**src/rtl/sys_issue_queue.sv**
```systemverilog
// In-order issue queue for the system FU: each op waits until its tag is at the ROB head.
// Define SYS_ISSUE_QUEUE_STATS_EN to add saturating issue/stall counters.
`ifndef DATA_WIDTH
`define DATA_WIDTH 64
`endif

module sys_issue_queue #(
    parameter int unsigned DATA_WIDTH = `DATA_WIDTH,
    parameter int unsigned OP_W       = 16,
    parameter int unsigned TAG_W      = 6,
    parameter int unsigned DEPTH      = 4
) (
    input  logic                  i_clk,
    input  logic                  i_rst_n,
    input  logic                  i_enq_valid,
    output logic                  o_enq_ready,
    input  logic [OP_W-1:0]       i_enq_op,
    input  logic [DATA_WIDTH-1:0] i_enq_src1,
    input  logic [DATA_WIDTH-1:0] i_enq_src2,
    input  logic [TAG_W-1:0]      i_enq_tag,
    input  logic [TAG_W-1:0]      i_rob_head_tag,
    input  logic                  i_flush,
    output logic                  o_fu_enabled,
    output logic [OP_W-1:0]       o_fu_op,
    output logic [DATA_WIDTH-1:0] o_fu_src1,
    output logic [DATA_WIDTH-1:0] o_fu_src2,
    input  logic [DATA_WIDTH-1:0] i_fu_dest,
    output logic                  o_wb_valid,
    output logic [TAG_W-1:0]      o_wb_tag,
    output logic [DATA_WIDTH-1:0] o_wb_data,
`ifdef SYS_ISSUE_QUEUE_STATS_EN
    output logic [31:0]           o_stat_issued,
    output logic [31:0]           o_stat_stall,
`endif
    input  logic                  i_wb_ready
);

    localparam int unsigned PTR_W = $clog2(DEPTH);
    localparam int unsigned CNT_W = PTR_W + 1;

    typedef struct packed {
        logic [OP_W-1:0]       op;
        logic [DATA_WIDTH-1:0] src1;
        logic [DATA_WIDTH-1:0] src2;
        logic [TAG_W-1:0]      tag;
    } entry_t;

    typedef enum logic [1:0] {StIdle, StIssue, StCapture, StWb} state_e;

    state_e                state_q, state_d;
    logic [PTR_W-1:0]      rd_ptr_q, rd_ptr_d;
    logic [PTR_W-1:0]      wr_ptr_q, wr_ptr_d;
    logic [CNT_W-1:0]      count_q, count_d;
    logic [TAG_W-1:0]      wb_tag_q, wb_tag_d;
    logic [DATA_WIDTH-1:0] wb_data_q, wb_data_d;
    entry_t                mem_q [DEPTH];
    entry_t                head;
    logic                  enq_fire;
    logic                  pop;
    logic                  head_match;

    assign head        = mem_q[rd_ptr_q];
    // Ready is purely from the registered count; a pop in the same cycle does not help.
    assign o_enq_ready = (count_q < CNT_W'(DEPTH));
    assign enq_fire    = i_enq_valid & o_enq_ready & ~i_flush;
    assign head_match  = (count_q != '0) && (head.tag == i_rob_head_tag);
    assign pop         = (state_q == StCapture) && !i_flush;

    always_comb begin
        state_d   = state_q;
        rd_ptr_d  = rd_ptr_q;
        wr_ptr_d  = wr_ptr_q;
        count_d   = count_q;
        wb_tag_d  = wb_tag_q;
        wb_data_d = wb_data_q;
        if (i_flush) begin
            state_d  = StIdle;
            count_d  = '0;
            rd_ptr_d = wr_ptr_q;
        end else begin
            unique case (state_q)
                StIdle:    if (head_match) state_d = StIssue;
                StIssue:   state_d = StCapture;
                StCapture: begin
                    state_d   = StWb;
                    wb_tag_d  = head.tag;
                    wb_data_d = i_fu_dest;
                end
                StWb:      if (i_wb_ready) state_d = StIdle;
                default:   state_d = StIdle;
            endcase
            if (enq_fire) wr_ptr_d = wr_ptr_q + PTR_W'(1);
            if (pop)      rd_ptr_d = rd_ptr_q + PTR_W'(1);
            case ({enq_fire, pop})
                2'b10:   count_d = count_q + CNT_W'(1);
                2'b01:   count_d = count_q - CNT_W'(1);
                default: count_d = count_q;
            endcase
        end
    end

    always_ff @(posedge i_clk or negedge i_rst_n) begin
        if (!i_rst_n) begin
            state_q   <= StIdle;
            rd_ptr_q  <= '0;
            wr_ptr_q  <= '0;
            count_q   <= '0;
            wb_tag_q  <= '0;
            wb_data_q <= '0;
        end else begin
            state_q   <= state_d;
            rd_ptr_q  <= rd_ptr_d;
            wr_ptr_q  <= wr_ptr_d;
            count_q   <= count_d;
            wb_tag_q  <= wb_tag_d;
            wb_data_q <= wb_data_d;
        end
    end

    // Payload storage needs no reset; occupancy is tracked by count_q.
    always_ff @(posedge i_clk) begin
        if (enq_fire) begin
            mem_q[wr_ptr_q] <= '{op: i_enq_op, src1: i_enq_src1, src2: i_enq_src2, tag: i_enq_tag};
        end
    end

    always_comb begin
        o_fu_enabled = 1'b0;
        o_fu_op      = '0;
        o_fu_src1    = '0;
        o_fu_src2    = '0;
        if (state_q == StIssue) begin
            o_fu_enabled = 1'b1;
            o_fu_op      = head.op;
            o_fu_src1    = head.src1;
            o_fu_src2    = head.src2;
        end
    end

    assign o_wb_valid = (state_q == StWb);
    assign o_wb_tag   = wb_tag_q;
    assign o_wb_data  = wb_data_q;

`ifdef SYS_ISSUE_QUEUE_STATS_EN
    logic [31:0] stat_issued_q;
    logic [31:0] stat_stall_q;

    // Counters survive flushes and saturate instead of wrapping.
    always_ff @(posedge i_clk or negedge i_rst_n) begin
        if (!i_rst_n) begin
            stat_issued_q <= '0;
            stat_stall_q  <= '0;
        end else begin
            if (state_q == StIssue && stat_issued_q != '1) begin
                stat_issued_q <= stat_issued_q + 32'd1;
            end
            if (state_q == StIdle && count_q != '0 && !head_match && stat_stall_q != '1) begin
                stat_stall_q <= stat_stall_q + 32'd1;
            end
        end
    end

    assign o_stat_issued = stat_issued_q;
    assign o_stat_stall  = stat_stall_q;
`endif

endmodule

```
**config.mk**
```make
export PLATFORM = sky130hd
export DESIGN_NAME = sys_issue_queue
export DESIGN_NICKNAME = d
export VERILOG_FILES = /design/src/rtl/sys_issue_queue.sv
export SDC_FILE = /design/constraint.sdc
export NUM_CORES = 1
export LEC_CHECK = 0
export ABC_AREA = 1
export CAP_MARGIN = 10
export CORE_UTILIZATION = 55
export CTS_CLUSTER_SIZE = 24
export DETAILED_ROUTE_END_ITERATION = 8
export PLACE_DENSITY_LB_ADDON = 0.3
export SETUP_SLACK_MARGIN = 0.2
export SLEW_MARGIN = 20
export SYNTH_ARGS = -nofsm -noshare
export SYNTH_HDL_FRONTEND = slang
export SYNTH_SLANG_ARGS = --single-unit
```
**constraint.sdc**
```tcl
create_clock -name i_clk -period 21.8 [get_ports i_clk]
set_clock_uncertainty 0.2 [all_clocks]
set_input_delay 5.45 -clock i_clk [delete_from_list [all_inputs] [get_ports i_clk]]
set_output_delay 5.45 -clock i_clk [all_outputs]
set_load 0.01 [all_outputs]
```
==> results of run 1 <==
-- through the flow --
stage / util / power, W / hold slack [ns]
4_1_cts: 0.710 / 0.00430 / 0.272
3_5_place_dp: 0.664 / 0.00317 / 0.258
6_report: 0.711 / 0.00427 / 0.268
3_3_place_gp: 0.664 / 0.00312 / 0.252
5_1_grt: 0.711 / 0.00449 / 0.287
2_1_floorplan: - / 0.00254 / 0.290
-- power by group through the flow --
stage / clock network (W) / logic, W / registers (W)
finish: 0.00112 / 0.00144 / 0.00171
global route: 0.00119 / 0.00158 / 0.00172
detailed placement: 0 / 0.00143 / 0.00173
CTS: 0.00114 / 0.00145 / 0.00171
global placement: 0 / 0.00140 / 0.00172
floorplan: 0 / 0.000786 / 0.00176
-- state kept, by name, summed over array words and instances, names as in the netlist --
| signal | count |
|---|---|
| rd_ptr_q | 2 |
| wr_ptr_q | 2 |
| state_q | 2 |
| count_q | 3 |
| o_wb_data | 64 |
| o_wb_tag | 6 |
| mem_q | 600 |
-- kinds of logic (layout without fill, tap and decap cells) --
| family | after synthesis | count (layout) | share of synthesized area |
|---|---|---|---|
| simple gates | 868 | 868 | 0.126 |
| compound gates | 447 | 447 | 0.0851 |
| flops | 679 | 679 | 0.758 |
| xor+xnor | 3 | 3 | 0.000996 |
| other cells | 0 | 5 | 0 |
| fa+ha+maj | 10 | 10 | 0.00503 |
| buf+inv | 155 | 611 | 0.0254 |
-- worst max-delay path: cells and delay by family (launching register included) --
family	cells	cell delay, ns
buf+inv	3	2.20
flops	1	0.77
compound gates	2	0.43
simple gates	2	0.22
-- cells in the mapped netlist (all sizes together), types with 9 or more instances --
master  number
inv         25
edfxtp     600
buf         62
ha           9
dfrtp       79
a21oi      144
nand2      254
clkbuf      68
nand3       21
nor2       591
o21ai      300
-- worst max-delay path by stage --
stage	from	endpoint	slack, ns	cells past startpoint
after detailed placement	rd_ptr_q[0]	o_fu_src2[63]	12.43	5
after CTS	rd_ptr_q[0]	o_fu_src1[4]	11.75	7
after global placement	rd_ptr_q[0]	o_fu_src2[34]	12.57	7
after floorplan	i_enq_valid	mem_q[0][0]	8.84	4
after global routing	rd_ptr_q[0]	o_fu_src2[25]	11.54	7
final	rd_ptr_q[0]	o_fu_src2[25]	11.78	7
-- per-layer routing --
| layer | vias up | routed length, µm | GRT usage |
|---|---|---|---|
| li1 | 8326 | - | - |
| met1 | 8802 | 24600 | 0.313 |
| met2 | 695 | 32800 | 0.453 |
| met3 | 116 | 5370 | 0.0767 |
| met4 | 10 | 1950 | 0.109 |
| met5 | - | 74 | 0 |
-- final cells by class --
cell class,count,area [µm²]
Sequential cell,679,20000
Fill cell,3117,13600
Multi-Input combinational cell,1328,5760
Timing Repair Buffer,460,4580
Clock buffer,96,1960
Tap cell,607,759
Clock inverter,30,206
Inverter,25,109
Antenna cell,5,12.5
==> flow_summary.yaml, run 1 <==
placement:
  postPlaceCellArea_um2: 31200
  dp_hpwl_um: 36800
  dp_worst_setup_slack_ns: 12.43
  gp_congestion: 0.820
  io_buffers: 441
  dp.cells: 3098
drt:
  drc: 0
  wl_per_cell_um: 20.0
  drt_wl_total_um: 64800
  drt-pass1-iter-count: 6
  drtAntennaViolNets: 0
  drtIter0Drc: 1407
  drt-vias-per-instance: 5.56
  vias: 17900
sta:
  hold_viol_final: 0
  finalSetupViolCount: 0
  fmax_mhz: 99.8
  relSlewSlack: 0.298
  fin_crit_sh: 0.460
  worst_pin_slew_ns: 1.05
  min_period_ns: 10.02
  drv_slew: 0
  rsz0062_at_grt: "no"
  finalSetupTns_ns: 0
  setup_ws_ns: 11.78
cts:
  cts_max_level: 3
  tritoncts: "done"
  ctsRootBufferMaster: "clkbuf_16"
  cts_hold_buf: 0
  cts.path.max_buffers: 3
  cts_resized: 0
  worstSkewPairLatency_ns: 0.60
  cts_buffers: 71
  cts_setup_buffers: 0
  cts_sinks: 679
  clk_pin_slew_ns: 0.06
worst_hold_path:
  hold-path-cell-count: 2
  whs_endpoint: "o_wb_data[4]"
  holdCritPathClass: "reg2reg"
  min-delay-start: "o_wb_data[4]"
floorplanning:
  start_util: 0.562
  io_pins: 442
  die_h_um: 221
  die_width_um: 221
  row_count: 79
  core_um2: 47000
  die_area_um2: 48900
setup_path:
  rrSetupSlack_ns: 18.32
  critPathMaxFanout: 94
  cpPeakStageDelay_ns: 0.89
  path_class: "reg2out"
  path_cells: "buf_4, buf_4, nor2_1, nor2_1, o21ai_0, a21oi_1, clkdlybuf4s50_1"
  crit_path_top_delay_cell: "buf_4"
  required_ns: 16.15
  r2r_start: "rd_ptr_q[1]"
  cp-start-kind: "register"
  cp.arrival_ns: 4.37
  reg2regPathDepth: 13
  reg2reg_to: "state_q[0]"
  endpoint_kind: "output port"
global_route:
  antenna_found_initial: 9
  grt_usage: 0.264
  globalRouteOverflowTotal: 0
  grt_max_degree: 183
  grt_pass1_vias: 18100
  grt_pass1_wl_um: 99600
logic_synthesis:
  syn_nets: 2397
  yosysWarnings: 0
  synth_edf_count: 600
  seq_area_frac_synth: 0.758
  synth_top_flop_cell: "edfxtp_1"
  synth_top_area_frac: 0.683
  async_flop_share: 0.116
  yosys.area.top_type: "edfxtp_1"
  avgSynthCellArea_um2: 12.2
  synth_cells: 2162
  yosys_register_bits: 679
  ys_types: 24
  synth_area_um2: 26400
  synthTopCellsByArea: "edfxtp_1 (68%), nor2_1 (8.4%), dfrtp_1 (7.5%)"
power:
  vdd_drop_max_v: 0.0000974
  pwr_density_cell_nw_per_um2: 128
  leakage_nw: 11.8
  p_seq_frac: 0.400
  power_frac_comb: 0.337
  p_int_w: 0.00284
  switching_power_w: 0.00143
  swShare: 0.336
  clkPwrFrac: 0.263
cells_and_area:
  nNetsFinal: 2800
  final_common_cell: "edfxtp_1"
  fin_cells: 3230
  syn_to_final_growth_pct: 26.5
  fin_area_um2: 33400
  drive_above_1_share: 0.0497
  final_cell_mix: "edfxtp_1 (600), nor2_1 (586), clkdlybuf4s50_1 (440)"
job:
  maxCapViolCount: 0
status:
  status: "finished, final reports clean"
Power figures use the tool's default switching activity.
==> inputs of run 2 (changes only) <==
- CORE_UTILIZATION: 55 -> 53
- clock period: 21.8 -> 10 ns (I/O delays scaled with it)
==> flow_summary.yaml, run 2 (synthesis gave the netlist of run 1 again) <==
global_route:
  globalRouteOverflowTotal: 0
  antenna_found_initial: 8
  grt_max_degree: 173
  grt_pass1_wl_um: 95500
  grt_pass1_vias: 17300
  grt_usage: 0.247
cts:
  worstSkewPairLatency_ns: 0.59
  tritoncts: "done"
  cts_resized: 0
  cts_sinks: 679
  cts_hold_buf: 0
  cts.path.max_buffers: 3
  ctsRootBufferMaster: "clkbuf_16"
  cts_setup_buffers: 0
  clk_pin_slew_ns: 0.06
  cts_buffers: 70
  cts_max_level: 3
cells_and_area:
  final_cell_mix: "edfxtp_1 (600), nor2_1 (586), clkdlybuf4s50_1 (440)"
  final_common_cell: "edfxtp_1"
  multiInputGateArea_um2: 5760
  fillerInstances: 3389
  seq_area_um2: 20000
  largest_register_ffs: 600
  nNetsFinal: 2801
  syn_to_final_growth_pct: 27.4
  fin_area_um2: 33600
  drive_above_1_share: 0.0534
  max_flop_register: "mem_q"
sta:
  drv_slew: 0
  fin_crit_sh: 0.660
  min_period_ns: 6.60
  finalSetupViolCount: 0
  worst_pin_slew_ns: 1.11
  whs_ns: 0.268
  relSlewSlack: 0.257
  fmax_mhz: 152
  finalSetupTns_ns: 0
  hold_viol_final: 0
  setup_ws_ns: 3.40
  rsz0062_at_grt: "no"
floorplanning:
  row_count: 81
  core_um2: 49100
  io_pins: 442
  die_width_um: 225
  start_util: 0.538
  die_h_um: 225
  die_area_um2: 50700
setup_path:
  endpoint_kind: "output port"
  path_cells: "inv_6, buf_12, o21ai_0, a21oi_1, clkdlybuf4s50_1"
  path_class: "reg2out"
  required_ns: 7.30
  crit_path_top_delay_cell: "inv_6"
  cpPeakStageDelay_ns: 0.81
  cp-start-kind: "register"
  critPathMaxFanout: 156
  rrSetupSlack_ns: 6.62
  cp.arrival_ns: 3.90
placement:
  dp_worst_setup_slack_ns: 4.02
  postPlaceCellArea_um2: 31300
  dp_hpwl_um: 35800
  gp_congestion: 0.801
  io_buffers: 441
job:
  maxCapViolCount: 0
drt:
  drtAntennaViolNets: 0
  vias: 17800
  drt-pass1-iter-count: 5
  drt-vias-per-instance: 5.40
  drtIter0Drc: 1456
  drc: 0
  drt_wl_total_um: 63500
  wl_per_cell_um: 19.3
power:
  leakage_nw: 11.9
  pwr_density_cell_nw_per_um2: 281
  vdd_drop_max_v: 0.000241
  totalPowerFinal_w: 0.00944
status:
  status: "finished, final reports clean"
worst_hold_path:
  holdCritPathClass: "reg2reg"
run 2: changes by cell type in the layout (fill, tap and decap cells not counted), sizes merged:
| cell | before | now |
|---|---|---|
| clkbuf | 96 | 88 |
| bufinv | 2 | 8 |
| clkinvlp | 2 | 5 |
| buf | 20 | 22 |
| clkinv | 24 | 22 |
| diode | 5 | 3 |
| inv | 27 | 28 |
run 2: power by group:
part	total (W)	leakage [nW]	switching (W)	internal, W
combinational	0.00313	4.36	0.00190	0.00123
clock	0.00259	1.11	0.00104	0.00155
sequential	0.00372	6.43	0.000191	0.00353
total	0.00944	11.9	0.00313	0.00632
run 2: worst paths after layout:
kind,startpoint,end,cells after the start
worst max-delay path,rd_ptr_q[0],o_fu_src1[35],5
worst min-delay path,o_wb_data[38],o_wb_data[38],2
worst max register to register,count_q[2],mem_q[3][26],6
worst min register to register,o_wb_data[38],o_wb_data[38],2
max in group asynchronous,i_rst_n,rd_ptr_q[0],2
min in group asynchronous,i_rst_n,o_wb_data[8],1
run 2: metrics by stage:
| stage | cells | utilization |
|---|---|---|
| finish | 3287 | 0.685 |
| CTS | 3283 | 0.685 |
| floorplan | 2162 | - |
| global placement | 3157 | 0.638 |
| global route | 3286 | 0.685 |
| detailed placement | 3157 | 0.638 |
run 2: layout make-up:
| type | count | area share |
|---|---|---|
| Antenna cell | 3 | 0.000223 |
| Clock buffer | 88 | 0.0563 |
| Multi-Input combinational cell | 1328 | 0.171 |
| Clock inverter | 38 | 0.0122 |
| Inverter | 25 | 0.00316 |
| Tap cell | 664 | 0.0247 |
| Sequential cell | 679 | 0.595 |
| Timing Repair Buffer | 462 | 0.137 |
run 2: routing by layer:
metal	share of wire	GRT usage
met4	0.028	0.0814
met5	0.0011	0
met1	0.38	0.293
met3	0.090	0.0807
met2	0.50	0.424
run 2: critical path, delay by kind of cell (launching register included):
| family | cells | cell delay, ns |
|---|---|---|
| compound gates | 2 | 0.45 |
| buf+inv | 3 | 1.90 |
| flops | 1 | 0.75 |
==> inputs of run 3 (changes only) <==
- clock period: 10 -> 6.5 ns (I/O delays scaled with it)
==> flow_summary.yaml, run 3 (synthesis gave the netlist of run 1 again) <==
status:
  status: "finished, final reports clean"
cells_and_area:
  fillerInstances: 3363
  nNetsFinal: 2801
  drive_above_1_share: 0.0493
  final_cell_mix: "edfxtp_1 (600), nor2_1 (586), clkdlybuf4s50_1 (440)"
  post-route-util: 0.684
  syn_to_final_growth_pct: 27.1
  seq_area_um2: 20000
  final_common_cell: "edfxtp_1"
  largest_register_ffs: 600
  max_flop_register: "mem_q"
  multiInputGateArea_um2: 5760
floorplanning:
  die_h_um: 225
  die_width_um: 225
  row_count: 81
  io_pins: 442
  start_util: 0.538
  die_area_um2: 50700
  core_um2: 49100
setup_path:
  cp-start-kind: "register"
  cpPeakStageDelay_ns: 0.66
  crit_path_top_delay_cell: "dfrtp_4"
  path_class: "reg2out"
  path_cells: "inv_6, buf_4, o21ai_0, a21oi_1, clkdlybuf4s50_1"
  endpoint_kind: "output port"
  required_ns: 4.68
  cp.arrival_ns: 3.71
  critPathMaxFanout: 108
power:
  totalPowerFinal_w: 0.0143
  leakage_nw: 11.8
  vdd_drop_max_v: 0.000390
  clkPwrFrac: 0.258
  switching_power_w: 0.00476
  p_int_w: 0.00952
  power_frac_comb: 0.341
  swShare: 0.333
  p_seq_frac: 0.401
  pwr_density_cell_nw_per_um2: 426
drt:
  drtAntennaViolNets: 0
  drt_wl_total_um: 64400
  drc: 0
  wl_per_cell_um: 19.6
  vias: 17700
  drt-pass1-iter-count: 7
  drtIter0Drc: 1407
  drt-vias-per-instance: 5.40
global_route:
  grt_pass1_wl_um: 96700
  globalRouteOverflowTotal: 0
  antenna_found_initial: 9
  grt_usage: 0.250
  grt_max_degree: 169
  grt_pass1_vias: 17600
job:
  maxCapViolCount: 0
cts:
  cts_buffers: 68
  cts_sinks: 679
  clk_pin_slew_ns: 0.06
  tritoncts: "done"
  worstSkewPairLatency_ns: 0.58
  ctsRootBufferMaster: "clkbuf_16"
  cts_setup_buffers: 0
  cts_max_level: 3
  cts.path.max_buffers: 3
  cts_resized: 0
  cts_hold_buf: 0
sta:
  finalSetupViolCount: 0
  setup_ws_ns: 0.969
  relSlewSlack: 0.260
  fin_crit_sh: 0.851
  worst_pin_slew_ns: 1.11
  min_period_ns: 5.53
  hold_viol_final: 0
  rsz0062_at_grt: "no"
  drv_slew: 0
  fmax_mhz: 181
  whs_ns: 0.267
worst_hold_path:
  holdCritPathClass: "reg2reg"
placement:
  gp_congestion: 0.807
  dp_hpwl_um: 37400
  io_buffers: 441
  dp_worst_setup_slack_ns: 1.60
run 3: final cells by class:
class	count	area share
sequential	679	0.596
multi-input combinational	1328	0.172
timing repair buffer	464	0.142
clock buffer	98	0.0579
tap	664	0.0248
clock inverter	21	0.00433
inverter	25	0.00317
antenna	5	0.000373
run 3: routing by layer:
| metal | routed length [µm] | share of wire | track usage | vias up |
|---|---|---|---|---|
| li1 | - | - | - | 8314 |
| met4 | 1920 | 0.030 | 0.0974 | 10 |
| met5 | 67 | 0.0010 | 0 | - |
| met1 | 24800 | 0.38 | 0.294 | 8622 |
| met2 | 32000 | 0.50 | 0.426 | 661 |
| met3 | 5620 | 0.087 | 0.0799 | 130 |
run 3: path summary, 6_finish.rpt:
check | startpoint | end | slack [ns] | depth (start not counted)
hold reg to reg | o_wb_data[2] | o_wb_data[2] | 0.27 | 2
setup / recovery | rd_ptr_q[0] | o_fu_src2[42] | 0.97 | 5
max in group asynchronous | i_rst_n | rd_ptr_q[0] | 4.37 | 1
setup reg to reg | rd_ptr_q[0] | state_q[0] | 3.54 | 13
hold / removal | o_wb_data[2] | o_wb_data[2] | 0.27 | 2
min in group asynchronous | i_rst_n | o_wb_data[63] | 1.01 | 1
run 3: stage by stage:
step                      std cells  instance area [µm²]  TNS (ns)
after global placement         3160                31400         0
after floorplan                2162                26400    -79.69
after detailed placement       3160                31400         0
after global routing           3283                33500         0
final                          3284                33500         0
after CTS                      3279                33500         0
run 3: power by group through the flow:
stage / registers (W) / clock network (W) / logic, W
floorplan: 0.00584 / 0 / 0.00264
finish: 0.00572 / 0.00369 / 0.00487
global route: 0.00577 / 0.00389 / 0.00534
global placement: 0.00578 / 0 / 0.00476
detailed placement: 0.00581 / 0 / 0.00487
CTS: 0.00572 / 0.00373 / 0.00490
run 3: worst max-delay path, delay by kind of cell (launching register included):
family,cells,cell delay [ns]
compound gates,2,0.55
buf+inv,3,1.85
flops,1,0.66
